## src/rtl/count_sequence_checker_sat_counter.sv

```systemverilog
// Event counter that either saturates at all-ones or wraps modulo 2**WIDTH.
module sat_counter #(
    parameter int WIDTH    = 8,
    parameter bit SATURATE = 1'b1
) (
    input  logic             clk,
    input  logic             reset,
    input  logic             inc_i,
    output logic [WIDTH-1:0] count_o
);
    logic [WIDTH-1:0] count_q;
    logic [WIDTH-1:0] count_d;

    always_comb begin
        count_d = count_q;
        if (inc_i && !(SATURATE && (&count_q))) begin
            count_d = count_q + WIDTH'(1);
        end
    end

    always_ff @(posedge clk) begin
        if (reset) begin
            count_q <= '0;
        end else begin
            count_q <= count_d;
        end
    end

    assign count_o = count_q;
endmodule

```

## config.mk

```make
export PLATFORM = sky130hd
export DESIGN_NAME = sat_counter
export DESIGN_NICKNAME = d
export VERILOG_FILES = /design/src/rtl/count_sequence_checker_sat_counter.sv
export SDC_FILE = /design/constraint.sdc
export NUM_CORES = 1
export LEC_CHECK = 0
export ABC_AREA = 0
export ABC_CLOCK_PERIOD_IN_PS = 1700
export BUFFER_PORTS_ARGS = -buffer_cell sky130_fd_sc_hd__buf_2
export CORE_AREA = 4 4 41 43
export CTS_CLUSTER_SIZE = 25
export DETAILED_ROUTE_END_ITERATION = 10
export DIE_AREA = 0 0 45 47
export HOLD_SLACK_MARGIN = 0.02
export REMOVE_ABC_BUFFERS = 1
export SLEW_MARGIN = 20
export SYNTH_ARGS = -nofsm -noshare
export SYNTH_HDL_FRONTEND = slang
export SYNTH_SLANG_ARGS = --single-unit
```

## constraint.sdc

```tcl
create_clock -name clk -period 1.7 [get_ports clk]
set_input_delay 0.34 -clock clk [delete_from_list [all_inputs] [get_ports clk]]
set_output_delay 0.34 -clock clk [all_outputs]
set_load 0.03 [all_outputs]
```

== Word level (Yosys, flattened, before mapping) ==
Index checks and enable logic that the tools add are counted.
Operators by class
  reductions and logical operators: 3
  add/sub/neg operators: 1
Operators with widths (count)
  8-bit by 1-bit adder with 8-bit output, second input constant: 1
  8-bit AND reduction: 1
  1-bit logical AND: 1
  1-bit zero test: 1
Word-level totals
  bits of input ports: 3
  word-level logic and storage cells: 5
  output and inout bits: 8
  bits in registers: 8

== Depth between registers and ports, before layout ==
Gate-level depths: netlist of run 1.
  depth in word-level cells: 3
  depth in mapped cells: 5
  depth with buffers taken out: 4

== Worst setup path after synthesis of run 1 ==
OpenSTA, ideal clock, no wires.
  path kind: reg2reg
  start: reg count_q[0] (netlist: count_o[0])
  end: reg count_q[5] (netlist: count_o[5])
  required time: 1.579 ns
  cell stages (with the launch flop): 6
  path buffers: 1
  arrival time: 1.506 ns
  library setup time: 0.121 ns
  path slack: 0.073 ns
  clock period less this slack: 1.627 ns
  cell sequence: dfxtp_1 ha_1 and3_1 buf_6 a211oi_2 mux2_4
On the way
  word-level cells in the longest chain between the ends: 3
  elaborated cells on any way between the ends: 4
  those cells by class: 1 x add/sub; 3 x reduce/logical
Ends and longest elaborated chain
  start, declared: RTL line 11  | logic [WIDTH-1:0] count_q;
  start signal, assigned: RTL line 25  | count_q <= count_d;
  branches (longest 3 deep; another with 8-bit by 1-bit adder with 8-bit output)
Parallel ways; which one is timed is not known.
A chain may end at the register's enable or synchronous reset.

== Worst setup path in the final report of run 1 ==
Same ends and word-level chain as after synthesis.

==> results of run 1 <==
==> power by group <==
group / internal, mW / total, mW / switching, mW
combinational: 0.0153 / 0.0394 / 0.0241
clock: 0.0812 / 0.151 / 0.0701
sequential: 0.192 / 0.198 / 0.00566
==> metrics by stage <==
| stage | utilization | hold slack (ns) | cell area [um^2] | cells | total power, mW |
|---|---|---|---|---|---|
| global placement | 0.379 | 0.499 | 493 | 66 | 0.242 |
| finish | 0.396 | 0.390 | 515 | 69 | 0.389 |
| floorplan | - | 0.408 | 424 | 41 | 0.226 |
| CTS | 0.396 | 0.394 | 515 | 69 | 0.391 |
| global route | 0.396 | 0.397 | 515 | 69 | 0.412 |
| detailed placement | 0.379 | 0.494 | 493 | 66 | 0.242 |
==> worst max-delay path by stage <==
stage               cells past startpoint                 endpoint  slack, ns
CTS                                     4  count_o[5]$_SDFFE_PP0P_       0.14
detailed placement                      4  count_o[5]$_SDFFE_PP0P_       0.15
global placement                        4  count_o[0]$_SDFFE_PP0P_       0.18
global route                            4  count_o[5]$_SDFFE_PP0P_       0.02
finish                                  4  count_o[5]$_SDFFE_PP0P_       0.14
floorplan                               4  count_o[5]$_SDFFE_PP0P_       0.05
==> cells by family after synthesis <==
kind of cell | Yosys count
AND/OR/NAND/NOR | 16
AO/OA/AOI/OAI | 12
flip-flops | 8
buffers and inverters | 4
multiplexers | 3
adder cells (fa/ha/maj) | 1
==> worst max-delay path, delay by kind of cell (launching register included) <==
family          cells  cell delay (ns)
compound gates      1             0.25
fa+ha+maj           1             0.24
simple gates        1             0.30
flops               1             0.35
mux                 1             0.32
==> synthesized netlist by cell type (all sizes together) <==
cell | instances | area share
and3 | 1 | 0.014
and4b | 1 | 0.022
clkbuf | 1 | 0.0084
nor3 | 2 | 0.022
a21oi | 3 | 0.034
inv | 1 | 0.0084
a211oi | 4 | 0.078
nor2 | 2 | 0.017
nand3 | 1 | 0.011
buf | 2 | 0.042
a21boi | 1 | 0.025
nor2b | 3 | 0.042
ha | 1 | 0.028
o21ba | 1 | 0.022
nand4 | 2 | 0.042
a311oi | 2 | 0.053
dfxtp | 8 | 0.36
mux2i | 1 | 0.022
and4 | 1 | 0.025
mux2 | 2 | 0.067
nand2b | 2 | 0.028
a41oi | 1 | 0.020
nand2 | 1 | 0.0084
==> layer usage <==
metal  global-route usage  part of all wire  vias to the layer above
met2                0.133              0.38                       13
met3               0.0460             0.068                        4
met5                    0                 0                        -
met1                0.137              0.53                      158
li1                     -                 -                      190
met4               0.0526             0.023                        0
==> final cells by class <==
class | instances | area share
multi-input cells | 32 | 0.505
inverters | 1 | 0.00728
clock buffers | 3 | 0.0437
well taps | 15 | 0.0364
repair buffers | 10 | 0.0971
flip-flops and latches | 8 | 0.311
==> results by stage, run 1 <==
Critical path:
- The largest fanout on the critical path is 9.
- The setup slack of the most critical reg-to-reg path is between 0.1 and 0.15 ns.
- The category of the worst setup path capture point is a register.
- The worst reg2reg path endpoint is count_o[5]$_SDFFE_PP0P_.
- The startpoint identified for the worst register-to-register timing path is count_o[0]$_SDFFE_PP0P_.
- The most critical setup path has its startpoint at count_o[0]$_SDFFE_PP0P_.
- The required time at the endpoint of the critical path is about 1.9 ns.
- The arrival time reported for the critical path endpoint is 1.71 ns.
- By startpoint and endpoint, the worst setup path is classified as reg2reg.
- Counting cells, the worst reg-to-reg path comes to 4.
- Traced cell by cell, the critical path runs through ha_1 -> and3_1 -> a211oi_2 -> mux2_4.
- The startpoint kind of the worst setup timing path is a register.
- The largest stage delay on the critical path is 0.35 ns.
- For this design, the slowest cell found on the critical path is sky130_fd_sc_hd__dfxtp_1.

Floorplan:
- The total number of placement rows is 13.
- The die span in y is between 40 and 50 um.
- The number of placed I/O pins is 11.
- The core region is around 1300 um^2.
- The die is around 45 um wide.
- The die covers around 2100 um^2.
- For this configuration, the core starts out at a cell density of 0.343.

Placed design:
- Routability-driven placement finished with a final weighted congestion of approximately 0.73.
- The number of input and output port buffers inserted is 10.
- Before CTS, the worst setup slack after placement is 0.148 ns.
- The placed wire-length estimate after detailed placement is 616 um.

CTS:
- The number of buffers created by CTS is 3.
- The maximum level of the CTS H-tree is 1.
- Clock-pin slew was measured on the worst setup and hold paths at approximately 0.06 ns.
- In this run the deepest clock path goes through 2 buffers.
- The clock tree root buffer cell is sky130_fd_sc_hd__clkbuf_4.
- The latest clock arrival within the worst-skew pair is between 0.2 and 0.3 ns.
- TritonCTS built the clock tree.
- In this run, post-CTS repair resized a total of 0 instances.
- The number of sinks handled by clock tree synthesis is 8.
- Buffers added to address setup during post-CTS repair amount to 0.
- The number of hold buffers added after CTS was 0.

Power:
- The analysis attributes to cell leakage a power of ~0.22 nW.
- Across the VDD grid, the largest voltage drop is 0.000343 V.
- The power density relative to cell area is around 750 nW/um^2.

STA:
- The setup slack after layout is between 0.1 and 0.15 ns.
- The transition time at the pin with the least slew margin is around 0.35 ns.
- After layout, the minimum clock period comes to 1.56 ns.
- Setup repair after global routing left no endpoint under its margin.
- The tightest slew margin relative to the limit is 0.767.
- In the finished design, the share of the clock period the worst path needs comes to 0.919.
- For the final database, setup skew stands at around 0.0056 ns.
- Adding up every negative setup slack in the final design gives 0 ns.
- Setup violations remaining at the end of the flow were counted as 0.
- The final number of max-transition violations is 0.
- For this run, the top clock speed supported by timing is about 640 MHz.
- The number of hold violations in the final report is 0.

Global routing:
- The overall global routing resource usage is 0.101.
- The initial antenna violation count was 0.
- The maximum number of pins on one net before global-route repair is 12.
- The number of global-route vias before repair came to 327.
- The remaining global-route overflow is 0.
- The wire length of the first global-routing pass is 1490 um.

Logic synthesis:
- The synthesized area per cell is around 10 um^2.
- The number of synthesized register bits is 8.
- The largest family of logic cells by synthesized area is simple AND/OR/NAND/NOR gates.
- In the synthesized netlist, the number of instances is 44.
- The fraction of the mapped netlist area in adder cells is 0.0280.
- For this run, the register share of the synthesized area comes to 0.359.
- Of the total synthesized cell area, the portion taken by XOR and XNOR cells is 0.
- The number of warning messages in the yosys log is 0.
- Synthesis instantiated 27 different standard cells from the library.
- The compound-gate portion of the synthesized area is 0.232.
- The portion of synthesized area spent on multiplexers is 0.0896.
- The synthesized netlist occupies a cell area of roughly 450 um^2.
- The post-synthesis share of cell area spent on and, or, nand and nor gates is 0.232.

Route:
- The detailed router placed 365 vias in this run.
- The wire length after detailed routing is 864 um.
- The total DRC errors in the routed layout is 0.
- The length of the first detailed-routing pass in iterations is 4.
- The detailed router's first-iteration violation count is 7.
- The final routed wire length divided by cell count is approximately 13 um.
- Using the TritonRoute via totals, the vias-per-cell ratio works out to 5.29.
- The antenna violation net count after detailed routing is 0.

Min path:
- The path category of the worst min-delay check is in2reg.
- The launch instance of the worst min-delay path is reset.
- The endpoint with the worst hold slack is count_o[6]$_SDFFE_PP0P_.
- The depth of the worst hold-timing path is 2.

Layout:
- Summing all multi-input logic gate instances after layout gives between 200 and 300 um^2.
- The fill cell instance count of the final layout is roughly 140.
- Across the whole layout, storage elements account for 160 um^2.
- In the layout the commonest cells are sky130_fd_sc_hd__buf_2 (10), sky130_fd_sc_hd__dfxtp_1 (8).
- The area growth from synthesis to layout is 15.4%.
- The number of diodes is 0.
- The final net count is 60.
- The register with the most flip-flops in the layout has 8 of them.
- Leaving out fill and tap cells, the most frequent cell in the layout is sky130_fd_sc_hd__buf_2.
- The fraction of final layout cells sized beyond drive strength 1 is 0.370.

Flow run:
- The count of maximum capacitance violations is 0.

Outcome:
- The run finished with clean final reports.
Power figures use the tool's default switching activity.
==> run 2, diff against run 1 <==
--- a/config.mk
+++ b/config.mk
@@ -9,10 +9,12 @@
 export ABC_CLOCK_PERIOD_IN_PS = 1700
 export BUFFER_PORTS_ARGS = -buffer_cell sky130_fd_sc_hd__buf_2
 export CORE_AREA = 4 4 41 43
+export CTS_BUF_LIST = sky130_fd_sc_hd__clkbuf_4 sky130_fd_sc_hd__clkbuf_8 sky130_fd_sc_hd__clkbuf_16
 export CTS_CLUSTER_SIZE = 25
 export DETAILED_ROUTE_END_ITERATION = 10
 export DIE_AREA = 0 0 45 47
 export HOLD_SLACK_MARGIN = 0.02
+export MAX_ROUTING_LAYER = met4
 export REMOVE_ABC_BUFFERS = 1
 export SLEW_MARGIN = 20
 export SYNTH_ARGS = -nofsm -noshare
==> run 2 against run 1 <==
  * Sequential power barely moved
  * Die area did not move
  * Utilization did not move
  * Sequential cell count did not move
  * Largest power group unchanged
  * Maximum frequency fell by 0.73%
  * Critical path depth did not move
  * Sequential share of layout area did not move
==> results by stage, run 2 (synthesis gave the netlist of run 1 again) <==
STA:
- The number of failing setup endpoints in the final timing report was 0 (unchanged).
- The maximum clock skew at final layout is 0.00566 ns (was 0.00560 ns).
- The minimum clock period after layout is 1.57 ns (was 1.56 ns).
- The number of hold violations in the final report is 0 (unchanged).
- The final sum of negative setup slack is 0 ns (unchanged).
- The final number of max-transition violations came to 0 (unchanged).
- The transition time at the pin with the least slew margin is 0.349 ns (was 0.350 ns).
- The tightest slew margin relative to the limit is 0.767 (about the same).
- The maximum operating frequency is 635 MHz (was 640 MHz).
- RSZ-0062 raised after global routing: no (unchanged).
- The final cycle utilization of the critical path is 0.926 (was 0.919).

Critical path:
- The arrival time reported for the critical path endpoint is 1.72 ns (was 1.71 ns).
- The startpoint kind of the worst setup timing path is a register (unchanged).
- The largest fanout on the critical path was 9 (unchanged).
- The cell at the slowest stage of the critical path is sky130_fd_sc_hd__dfxtp_1 (unchanged).
- The cell depth of the worst flop-to-flop path is 4 (unchanged).
- The largest stage delay on the critical path is 0.35 ns (about the same).
- Ordered cell list for the critical path: ha_1 -> and3_1 -> a211oi_2 -> mux2_4 (unchanged).
- The category of the worst setup path capture point is a register (unchanged).
- The required time at the endpoint of the critical path was 1.85 ns (about the same).
- The startpoint-to-endpoint class of the critical path was reg2reg (unchanged).

Floorplan:
- The die outline width is 45 um (unchanged).
- The area of the placeable core is 1300 um^2 (unchanged).
- The number of placed I/O pins is 11 (unchanged).
- The initial cell density of the core is 0.343 (unchanged).
- The full die area is 2120 um^2 (unchanged).
- The die span in y is 47 um (unchanged).
- The total number of placement rows is 13 (unchanged).

Layout:
- The final design instance area without fill is 515 um^2 (unchanged).
- The register cell area after layout is 160 um^2 (unchanged).
- The fraction of final layout cells sized beyond drive strength 1 came to 0.370 (unchanged).
- The area occupied by multi-input gates came to 260 um^2 (unchanged).
- The fill cell instance count of the final layout is 139 (unchanged).
- The synthesis-to-layout area growth is 15.4% (unchanged).
- The number of diodes is 0 (unchanged).
- Commonest non-fill, non-tap cells in the layout: sky130_fd_sc_hd__buf_2 (10), sky130_fd_sc_hd__dfxtp_1 (8) (unchanged).
- The final net count came to 60 (unchanged).
- The commonest non-fill, non-tap cell in the layout is sky130_fd_sc_hd__buf_2 (unchanged).
- The flip-flop count of the largest register, all copies and words added is 8 (unchanged).

Power:
- The part of the power in the clock network was 0.391 (was 0.389).
- The internal power consumption is 0.289 mW (about the same).
- The total net switching power was 0.101 mW (was 0.0998 mW).
- The sequential group share of total power was 0.508 (was 0.509).
- The static leakage power was 0.216 nW (unchanged).
- The switching share of power is 0.259 (was 0.257).
- The highest ir drop seen on vdd is 0.000347 V (was 0.000343 V).
- The power density relative to cell area is 756 nW/um^2 (was 754 nW/um^2).
- The combinational cell fraction of total power is 0.101 (about the same).

Global routing:
- The initial antenna violation count came to 0 (unchanged).
- The overall global routing resource usage is 0.105 (was 0.101).
- The maximum number of pins on one net before global-route repair is 12 (unchanged).
- The remaining global-route overflow was 0 (unchanged).
- The wire length of the first global-routing pass is 1480 um (was 1490 um).
- The number of global-route vias before repair was 324 (was 327).

Placed design:
- The number of input and output port buffers inserted was 10 (unchanged).
- The routability congestion estimate from global placement is 0.737 (was 0.728).
- The area after detailed placement is 493 um^2 (unchanged).
- The placed wire-length estimate after detailed placement came to 616 um (unchanged).

Route:
- The final routed wire length divided by cell count is 12.5 um (about the same).
- The via count is 366 (was 365).
- The wire length after detailed routing is 863 um (was 864 um).
- The antenna violation net count after detailed routing is 0 (unchanged).
- The total DRC errors in the routed layout was 0 (unchanged).
- The detailed router's first-iteration violation count was 7 (unchanged).
- The length of the first detailed-routing pass in iterations is 4 (unchanged).
- The via count normalized by instance count is 5.30 (was 5.29).

CTS:
- The worst-case clock buffer depth is 2 (unchanged).
- The post-CTS setup repair buffer count is 0 (unchanged).
- The latest clock arrival within the worst-skew pair came to 0.26 ns (about the same).
- The maximum level of the CTS H-tree is 1 (unchanged).
- The register clock-pin slew on the reported worst setup and hold paths is 0.06 ns (about the same).
- The TritonCTS clock tree is yes (unchanged).
- The number of sinks handled by clock tree synthesis is 8 (unchanged).
- The post-cts gate resize count is 0 (unchanged).
- The clock tree root buffer cell is sky130_fd_sc_hd__clkbuf_4 (unchanged).
- The hold buffer count at cts is 0 (unchanged).
- The number of buffers created by CTS is 3 (unchanged).

Min path:
- The depth of the worst hold-timing path came to 2 (unchanged).
- The path category of the worst min-delay check is in2reg (unchanged).

Flow run:
- The count of maximum capacitance violations came to 0 (unchanged).

Outcome:
- Run status: complete, no violations (unchanged).
-- run 2: final cells by class --
type,instances,share of cell area
Multi-Input combinational cell,32,0.505
Sequential cell,8,0.311
Timing Repair Buffer,10,0.0971
Clock buffer,3,0.0437
Tap cell,15,0.0364
Inverter,1,0.00728
-- run 2: worst max-delay path, delay by kind of cell, from the launching register on --
kind	cells	cell delay, ns
DFF	1	0.35
muxes	1	0.32
and+or+nand+nor	1	0.30
AOI/OAI and AO/OA	1	0.26
adders and majority gates	1	0.24
-- run 2: worst paths after layout --
kind | endpoint | startpoint | slack, ns
worst min-delay path | count_o[6]$_SDFFE_PP0P_ | reset | 0.39
worst min register to register | count_o[7]$_SDFFE_PP0P_ | count_o[7]$_SDFFE_PP0P_ | 0.51
worst max register to register | count_o[5]$_SDFFE_PP0P_ | count_o[0]$_SDFFE_PP0P_ | 0.13
worst max-delay path | count_o[5]$_SDFFE_PP0P_ | count_o[0]$_SDFFE_PP0P_ | 0.13
-- run 2: power groups by stage --
stage / Combinational, mW / Clock [mW] / Sequential, mW
floorplan: 0.0149 / 0 / 0.211
global placement: 0.0399 / 0 / 0.202
detailed placement: 0.0399 / 0 / 0.202
CTS: 0.0398 / 0.153 / 0.198
global route: 0.0437 / 0.169 / 0.199
finish: 0.0395 / 0.152 / 0.198
-- run 2: per-stage QoR --
step                utilization  worst slack [ns]  total power [mW]  instances  hold WS [ns]
floorplan                     -            0.0535             0.226         41         0.408
finish                    0.396             0.126             0.390         69         0.393
global route              0.396            0.0219             0.412         69         0.397
CTS                       0.396             0.136             0.391         69         0.394
detailed placement        0.379             0.148             0.242         66         0.494
global placement          0.379             0.177             0.242         66         0.499
-- run 2: layer usage --
layer | global-route usage | part of all wire | up-vias
met5 | - | 0 | -
met4 | 0.0526 | 0.012 | 0
met3 | 0.0460 | 0.078 | 2
met2 | 0.133 | 0.40 | 15
met1 | 0.137 | 0.51 | 158
li1 | - | - | 191
